**config.mk**
```make
export PLATFORM = sky130hd
export DESIGN_NAME = alu_issue_ctrl
export DESIGN_NICKNAME = d
export VERILOG_FILES = /design/src/rtl/alu_issue_ctrl.sv
export SDC_FILE = /design/constraint.sdc
export NUM_CORES = 1
export LEC_CHECK = 0
export BUFFER_PORTS_ARGS = -buffer_cell sky130_fd_sc_hd__buf_2
export CAP_MARGIN = 20
export CORE_MARGIN = 2
export CORE_UTILIZATION = 51
export CTS_BUF_LIST = sky130_fd_sc_hd__clkbuf_4
export CTS_CLUSTER_SIZE = 28
export DETAILED_ROUTE_END_ITERATION = 6
export GPL_TIMING_DRIVEN = 0
export PLACE_DENSITY_LB_ADDON = 0.08
export SYNTH_ARGS = -nofsm -noshare
export SYNTH_HDL_FRONTEND = slang
export SYNTH_SLANG_ARGS = --single-unit
```
**constraint.sdc**
```tcl
create_clock -name clk -period 4.26 [get_ports clk]
set_input_delay 0.426 -clock clk [delete_from_list [all_inputs] [get_ports clk]]
set_output_delay 0.426 -clock clk [all_outputs]
set_load 0.1 [all_outputs]
```
**src/rtl/alu_issue_ctrl.sv**
```systemverilog
// Issue-side controller for the RV32I execute stage: decodes one R/I-type ALU
// instruction, drives a registered ALU, waits for its result and writes it back.
module alu_issue_ctrl #(
    parameter int WIDTH   = 32,
    parameter int TIMEOUT = 16
) (
    input  logic             clk,
    input  logic             rst,
    input  logic             instr_valid,
    output logic             instr_ready,
    input  logic [31:0]      instr,
    output logic [4:0]       rs1_addr,
    output logic [4:0]       rs2_addr,
    input  logic [WIDTH-1:0] rs1_data,
    input  logic [WIDTH-1:0] rs2_data,
    output logic             alu_en,
    output logic [WIDTH-1:0] alu_a,
    output logic [WIDTH-1:0] alu_b,
    output logic [4:0]       alu_op,
    input  logic             alu_valid,
    input  logic [WIDTH-1:0] alu_result,
    output logic             wb_valid,
    output logic [4:0]       wb_rd,
    output logic [WIDTH-1:0] wb_data,
    output logic             illegal,
    output logic             timeout
);

    localparam int CNT_W = $clog2(TIMEOUT);
    localparam logic [CNT_W-1:0] CNT_LAST = CNT_W'(TIMEOUT - 1);

    localparam logic [6:0] OPC_R = 7'b0110011;
    localparam logic [6:0] OPC_I = 7'b0010011;
    localparam logic [6:0] F7_BASE = 7'b0000000;
    localparam logic [6:0] F7_ALT  = 7'b0100000;
    localparam logic [6:0] F7_MULDIV = 7'b0000001;

    localparam logic [4:0] OP_ADD = 5'b00001;
    localparam logic [4:0] OP_SUB = 5'b00011;
    localparam logic [4:0] OP_MUL = 5'b00100;
    localparam logic [4:0] OP_DIV = 5'b01000;
    localparam logic [4:0] OP_REM = 5'b01001;
    localparam logic [4:0] OP_AND = 5'b01010;
    localparam logic [4:0] OP_OR  = 5'b01100;
    localparam logic [4:0] OP_XOR = 5'b01101;
    localparam logic [4:0] OP_SLL = 5'b01110;
    localparam logic [4:0] OP_SRL = 5'b01111;
    localparam logic [4:0] OP_SRA = 5'b10000;

    typedef enum logic [2:0] {
        S_IDLE,
        S_ISSUE,
        S_WAIT,
        S_WB,
        S_ERR
    } state_t;

    state_t           state_reg, state_next;
    logic [CNT_W-1:0] count_reg, count_next;
    logic [4:0]       rd_reg, rd_next;
    logic             alu_en_reg, alu_en_next;
    logic [WIDTH-1:0] alu_a_reg, alu_a_next;
    logic [WIDTH-1:0] alu_b_reg, alu_b_next;
    logic [4:0]       alu_op_reg, alu_op_next;
    logic             wb_valid_reg, wb_valid_next;
    logic [4:0]       wb_rd_reg, wb_rd_next;
    logic [WIDTH-1:0] wb_data_reg, wb_data_next;
    logic             illegal_reg, illegal_next;
    logic             timeout_reg, timeout_next;

    logic [6:0]       opcode;
    logic [2:0]       funct3;
    logic [6:0]       funct7;
    logic [WIDTH-1:0] imm_sext;
    logic [WIDTH-1:0] shamt_ext;
    logic             dec_legal;
    logic [4:0]       dec_op;
    logic [WIDTH-1:0] dec_b;

    assign opcode    = instr[6:0];
    assign funct3    = instr[14:12];
    assign funct7    = instr[31:25];
    assign imm_sext  = {{(WIDTH-12){instr[31]}}, instr[31:20]};
    assign shamt_ext = {{(WIDTH-5){1'b0}}, instr[24:20]};

    assign rs1_addr    = instr[19:15];
    assign rs2_addr    = instr[24:20];
    assign instr_ready = (state_reg == S_IDLE);

    // Decode is purely combinational on the presented word; only used in the accept cycle.
    always_comb begin
        dec_legal = 1'b0;
        dec_op    = 5'b00000;
        dec_b     = rs2_data;
        case (opcode)
            OPC_R: begin
                case (funct7)
                    F7_BASE: begin
                        dec_legal = 1'b1;
                        case (funct3)
                            3'b000:  dec_op = OP_ADD;
                            3'b111:  dec_op = OP_AND;
                            3'b110:  dec_op = OP_OR;
                            3'b100:  dec_op = OP_XOR;
                            3'b001:  dec_op = OP_SLL;
                            3'b101:  dec_op = OP_SRL;
                            default: dec_legal = 1'b0;
                        endcase
                    end
                    F7_ALT: begin
                        dec_legal = 1'b1;
                        case (funct3)
                            3'b000:  dec_op = OP_SUB;
                            3'b101:  dec_op = OP_SRA;
                            default: dec_legal = 1'b0;
                        endcase
                    end
                    F7_MULDIV: begin
                        dec_legal = 1'b1;
                        case (funct3)
                            3'b000:  dec_op = OP_MUL;
                            3'b100:  dec_op = OP_DIV;
                            3'b110:  dec_op = OP_REM;
                            default: dec_legal = 1'b0;
                        endcase
                    end
                    default: dec_legal = 1'b0;
                endcase
            end
            OPC_I: begin
                dec_b = imm_sext;
                case (funct3)
                    3'b000: begin dec_legal = 1'b1; dec_op = OP_ADD; end
                    3'b111: begin dec_legal = 1'b1; dec_op = OP_AND; end
                    3'b110: begin dec_legal = 1'b1; dec_op = OP_OR;  end
                    3'b100: begin dec_legal = 1'b1; dec_op = OP_XOR; end
                    3'b001: begin
                        dec_b = shamt_ext;
                        if (funct7 == F7_BASE) begin
                            dec_legal = 1'b1;
                            dec_op    = OP_SLL;
                        end
                    end
                    3'b101: begin
                        dec_b = shamt_ext;
                        if (funct7 == F7_BASE) begin
                            dec_legal = 1'b1;
                            dec_op    = OP_SRL;
                        end else if (funct7 == F7_ALT) begin
                            dec_legal = 1'b1;
                            dec_op    = OP_SRA;
                        end
                    end
                    default: dec_legal = 1'b0;
                endcase
            end
            default: dec_legal = 1'b0;
        endcase
    end

    // Pulsed outputs are computed alongside the transition so they are high
    // for exactly the cycle the FSM spends in the matching state.
    always_comb begin
        state_next    = state_reg;
        count_next    = count_reg;
        rd_next       = rd_reg;
        alu_en_next   = 1'b0;
        alu_a_next    = alu_a_reg;
        alu_b_next    = alu_b_reg;
        alu_op_next   = alu_op_reg;
        wb_valid_next = 1'b0;
        wb_rd_next    = wb_rd_reg;
        wb_data_next  = wb_data_reg;
        illegal_next  = 1'b0;
        timeout_next  = 1'b0;
        case (state_reg)
            S_IDLE: begin
                if (instr_valid) begin
                    if (dec_legal) begin
                        state_next  = S_ISSUE;
                        alu_en_next = 1'b1;
                        alu_a_next  = rs1_data;
                        alu_b_next  = dec_b;
                        alu_op_next = dec_op;
                        rd_next     = instr[11:7];
                    end else begin
                        state_next   = S_ERR;
                        illegal_next = 1'b1;
                    end
                end
            end
            S_ISSUE: begin
                state_next = S_WAIT;
                count_next = '0;
            end
            S_WAIT: begin
                // A result arriving on the last allowed cycle still wins over the timeout.
                if (alu_valid) begin
                    state_next    = S_WB;
                    wb_data_next  = alu_result;
                    wb_rd_next    = rd_reg;
                    wb_valid_next = (rd_reg != 5'd0);
                end else if (count_reg == CNT_LAST) begin
                    state_next   = S_IDLE;
                    timeout_next = 1'b1;
                end else begin
                    count_next = count_reg + 1'b1;
                end
            end
            S_WB: begin
                state_next = S_IDLE;
            end
            S_ERR: begin
                state_next = S_IDLE;
            end
            default: begin
                state_next = S_IDLE;
            end
        endcase
    end

    always_ff @(posedge clk) begin
        if (rst) begin
            state_reg    <= S_IDLE;
            count_reg    <= '0;
            rd_reg       <= 5'd0;
            alu_en_reg   <= 1'b0;
            alu_a_reg    <= '0;
            alu_b_reg    <= '0;
            alu_op_reg   <= 5'd0;
            wb_valid_reg <= 1'b0;
            wb_rd_reg    <= 5'd0;
            wb_data_reg  <= '0;
            illegal_reg  <= 1'b0;
            timeout_reg  <= 1'b0;
        end else begin
            state_reg    <= state_next;
            count_reg    <= count_next;
            rd_reg       <= rd_next;
            alu_en_reg   <= alu_en_next;
            alu_a_reg    <= alu_a_next;
            alu_b_reg    <= alu_b_next;
            alu_op_reg   <= alu_op_next;
            wb_valid_reg <= wb_valid_next;
            wb_rd_reg    <= wb_rd_next;
            wb_data_reg  <= wb_data_next;
            illegal_reg  <= illegal_next;
            timeout_reg  <= timeout_next;
        end
    end

    assign alu_en   = alu_en_reg;
    assign alu_a    = alu_a_reg;
    assign alu_b    = alu_b_reg;
    assign alu_op   = alu_op_reg;
    assign wb_valid = wb_valid_reg;
    assign wb_rd    = wb_rd_reg;
    assign wb_data  = wb_data_reg;
    assign illegal  = illegal_reg;
    assign timeout  = timeout_reg;

endmodule

```
## Word-level counts from Yosys, hierarchy flattened

Index checks and enable logic that the tools add are counted.

- Add/subtract/negate cells: 1
- Equality and inequality tests: 16
- Bitwise logic cells: 4
- Reduce and logical (&&, ||, !) cells: 17
- Mux-type cells: 31

Operators with widths:

| operator | count |
|---|---|
| $mux 32 | 2 |
| $pmux 5 s6 | 1 |
| $pmux 4 s6 | 1 |
| $pmux 5 s2 | 2 |
| $pmux 5 s3 | 1 |
| $eq 7x6->1 const B | 2 |
| $eq 3x3->1 const B | 4 |
| $mux 3 | 4 |
| $mux 4 | 3 |
| $pmux 4 s3 | 1 |
| $reduce_or 3->1 | 4 |
| $mux 5 | 2 |
| $mux 1 | 9 |
| $pmux 3 s3 | 1 |
| $pmux 4 s2 | 1 |
| $eq 7x1->1 const B | 1 |
| $eq 7x5->1 const B | 1 |
| $logic_not 7->1 | 1 |
| $eq 3x1->1 const B | 2 |
| $logic_not 3->1 | 2 |
| $ne 2x2->1 const B | 3 |
| $pmux 1 s3 | 2 |
| $reduce_and 3->1 | 2 |
| $reduce_or 6->1 | 1 |
| other kinds (11) | 16 |

- Flip-flop bits (word level): 122
- Output and inout bits: 121
- Bits of input ports: 132
- Word-level logic and storage cells: 81

## Longest topological paths before layout

- Depth in word-level cells: 8
- Gate-level depth with buffers: 10
- Mapped depth without buffers: 6

## Least setup slack after synthesis

OpenSTA, ideal clock, no wires.

- Path type: flip-flop to flip-flop
- Start point: register state_reg[2]
- End point: register alu_a_reg[10] (netlist: alu_a[10])
- Clock period less this slack: 3946 ps
- Buffers on the path: 2
- Data required time: 4188 ps
- Path slack: 314 ps
- Data arrival time: 3875 ps
- Setup time: 72 ps
- Stages on the path, launching flop included: 7
- Path through: dfxtp_1 -> nor3_1 -> nand2_1 -> a21oi_4 -> buf_12 -> buf_12 -> mux2i_1

- Word-level cells in the longest chain between the ends: 2

Ends and longest elaborated chain:

| element | RTL line | RTL |
|---|---|---|
| from (decl) | 58 | `state_t state_reg, state_next;` |
| from (signal assigned) | 237 | `state_reg <= state_next;` |
| $logic_not 3->1 | -- |  |
| named net instr_ready | 10 | `output logic instr_ready,` |
| $reduce_and 3->1 (no line) | -- |  |
| to (signal assigned) | 241 | `alu_a_reg <= alu_a_next;` |
| to (decl) | 62 | `logic [WIDTH-1:0] alu_a_reg, alu_a_next;` |

The timed path passes the listed nets, and every way through them passes these cells.
A chain may end at the register's enable or synchronous reset.

## Final worst setup path

- Start point: input instr[12]
- End point: register alu_b_reg[27] (netlist: alu_b[27])

- Word-level cells in the longest chain between the ends: 6
- Elaborated cells between the ends (all ways): 20
- Those cells by class: eq/ne: 5; mux: 8; reduce/logical: 7

Ends and longest elaborated chain:

| element | RTL line | RTL |
|---|---|---|
| from (decl) | 11 | `input logic [31:0] instr,` |
| $eq 3x3->1 (tied with other cells) | 100, 112, 132 |  |
| $reduce_or 6->1 (no line) (tied with other cells) | -- |  |
| $mux 1 (on tied branches) | 100, 112, 120 |  |
| $pmux 1 s3 | 97 | `case (funct7)` |
| $pmux 1 s2 | 95 | `case (opcode)` |
| $reduce_and 3->1 (no line) | -- |  |
| to (signal assigned) | 242 | `alu_b_reg <= alu_b_next;` |
| to (decl) | 63 | `logic [WIDTH-1:0] alu_b_reg, alu_b_next;` |

Several ways; a longest one is shown, not always the timed one.

==> run_results.csv <==
group,metric,value,unit
logic_synthesis,syn_area,5600,um^2
outcome,status,"complete, no violations",
timing,tightest_slew,0.8026,ns
placement,dp_slack,1.366,ns
logic_synthesis,synth.avg_cell_area,8.473,um^2
worst_setup_path,cp.arrival,2.77,ns
logic_synthesis,synth_nets,794,
clock_tree,numCtsBuffers,17,
cells_and_area,final_cells,1077,
floorplan,fp-row-count,38,
logic_synthesis,synthTopCellsByCount,"nand2_1 (159), dfxtp_1 (122), a21oi_1 (67), mux2i_1 (44), clkbuf_1 (43)",
timing,slew_viol_final,0,
logic_synthesis,ys_top_cells_by_area,"dfxtp_1 (44%), nand2_1 (11%), mux2i_1 (7.9%)",
worst_setup_path,critPathKind,"in -> reg",
floorplan,dieWidth,108.8,um
cells_and_area,drive_gt1_share,34.15,%
placement,dp_hpwl,11870,um
logic_synthesis,synth.distinct_cells,54,
logic_synthesis,synth_top_family_by_area,"simple AND/OR/NAND/NOR gates",
flow_run,drv_cap,0,
clock_tree,insertion_delay,0.53,ns
floorplan,fp.dieH,108.8,um
timing,fin_hold_ws,0.1216,ns
placement,io_buffer_count,245,
cells_and_area,fillers,927,
logic_synthesis,synth_compound_area_share,14.70,%
logic_synthesis,synth_warnings,0,
cells_and_area,regArea,2442,um^2
logic_synthesis,synth_edf_count,0,
timing,setup_tns,0,ns
logic_synthesis,yosys_register_bits,122,
cells_and_area,area_delta_synth_final,29.58,%
logic_synthesis,async_flop_share,0,%
placement,gp_congestion,0.9645,
timing,rsz0062_at_grt,"false",
detailed_routing,wl_per_cell,14.18,um
floorplan,start_util,51.89,%
logic_synthesis,yosys.area.top_type_share,43.61,%
clock_tree,cts_sinks,122,
clock_tree,htree_levels,4,
power_and_ir_drop,power.density,292.6,nW/um^2
logic_synthesis,seq_area_frac_synth,43.61,%
worst_hold_path,hp-class,"in -> reg",
clock_tree,clk_path_buf_depth,2,
placement,dpl.cell_count,1046,
clock_tree,root_buffer,"clkbuf_4",
clock_tree,cts_setup_buffers,0,
worst_setup_path,startpoint_type,"input port",
detailed_routing,drtIter0Drc,308,
clock_tree,cts_tree,"built",
global_route,grt_pass1_vias,5218,
timing,min_period,2.345,ns
clock_tree,postCtsResizedCells,0,
detailed_routing,via_per_inst,5.212,
floorplan,coreArea,10790,um^2
timing,relSlewSlack,46.49,%
power_and_ir_drop,vdd_drop_max,0.1991,mV
logic_synthesis,yosys.area_share.xor_xnor,0,%
logic_synthesis,yosys.area_share.simple,22.12,%
logic_synthesis,yosysMostFrequentCell,"nand2_1",
detailed_routing,wl,15270,um
logic_synthesis,netlist_instances,661,
clock_tree,clk_pin_slew_worst_paths,0.10,ns
timing,setup_slack,1.915,ns
worst_setup_path,cp_max_fo,10,
logic_synthesis,synth_mux_area_share,12.09,%
detailed_routing,firstDrtPassIters,4,
timing,timing.clock.skew,0.01291,ns
logic_synthesis,synth_top_area_cell,"dfxtp_1",
power_and_ir_drop,power_leakage,3.378,nW
power_and_ir_drop,power,2.124,mW
detailed_routing,route.detailed.drc,0,
detailed_routing,vias,5613,
logic_synthesis,yosys.area_share.adder,0.2234,%
global_route,grt_max_degree,17,
clock_tree,holdBufCountCts,0,
worst_setup_path,cp-end-kind,"flip-flop",
detailed_routing,ant_nets,0,
timing,finalHoldViolations,0,
global_route,grt.total_usage,25.41,%
global_route,antenna_found_initial,0,
global_route,grt_pass1_wl,23720,um
floorplan,io_pins,253,
global_route,overflow,0,
worst_setup_path,required,4.68,ns
cells_and_area,antenna_cells,0,
timing,max_clock_freq,0.4264,GHz
timing,min_period_over_period,55.06,%
cells_and_area,nets,1058,
timing,finalSetupViolCount,0,
logic_synthesis,yosys_most_used_dff,"dfxtp_1",
cells_and_area,multi_input_area,2751,um^2
floorplan,die-area,11840,um^2
==> worst max-delay path, cell delays in order <==
cell and delay, ns:
buf_2 0.09, clkbuf_1 0.33, nand2b_1 0.24, o221a_2 0.33
o21ai_2 0.39, clkbuf_1 0.53, mux2_2 0.41
==> stage by stage <==
step	utilization, %	instance area (um^2)
2_1_floorplan	-	5600
3_3_place_gp	64.87	7002
3_5_place_dp	64.87	7002
4_1_cts	67.24	7257
5_1_grt	67.24	7257
6_report	67.24	7257
==> cells by family (layout without fill, tap and decap cells) <==
group	after synthesis	count (layout)
flip-flops	122	122
AO/OA/AOI/OAI	130	130
AND/OR/NAND/NOR	272	272
adder cells (fa/ha/maj)	1	1
multiplexers	65	65
buffers and inverters	71	347
==> final timing paths <==
path / from / endpoint / slack (ns) / cells after the start
min: alu_result[30] / wb_data[30] / 0.12 / 3
max: instr[12] / alu_b[27] / 1.91 / 7
max reg2reg: state_reg[2] / alu_b[27] / 1.92 / 6
min reg2reg: alu_a[11] / alu_a[11] / 0.46 / 2
==> per-layer routing <==
metal  vias to the layer above  track usage, %  part of all wire, %
li1                       2789               -                    -
met1                      2566           28.79                   40
met2                       234           43.08                   49
met3                        24           9.444                  8.8
met4                         0           10.53                  2.0
met5                         -               0                    0
==> cell usage in the layout (no fill, tap or decap), types with 5 or more instances in the layout <==
cell      synthesis  final
mux2i_1          44     44
mux2_2           21     21
nand2b_1          5      5
buf_12            5      5
o21ai_0          13     13
clkbuf_1         43     43
nor4_1            5      5
buf_4            11     11
nor4b_1           5      5
o211a_1           8      8
clkbuf_4          0     20
o211ai_1          8      8
nand2_1         159    159
dfxtp_1         122    122
nor2b_1          25     25
inv_1             6      6
and3_1            5      5
nor3_1            5      5
a211oi_1         10     10
nor2_1           39     39
a41oi_1           5      5
buf_2             2    247
a21oi_1          67     67
==> area by class of cell <==
| class | instances | share of cell area, % |
|---|---|---|
| multi-input cells | 468 | 37.91 |
| repair buffers | 245 | 16.90 |
| inverters | 7 | 0.3621 |
| flip-flops and latches | 122 | 33.66 |
| clock inverters | 11 | 1.448 |
| plain buffers | 64 | 5.241 |
| clock buffers | 20 | 2.069 |
| well taps | 140 | 2.414 |
==> where the power goes <==
part / switching (mW) / internal (mW) / leakage, nW
clock network: 0.401 / 0.353 / 0.139
logic: 0.145 / 0.0810 / 2.26
registers: 0.00134 / 1.14 / 0.983
total: 0.548 / 1.58 / 3.38
No activity file was read; power rests on OpenSTA's default activity.
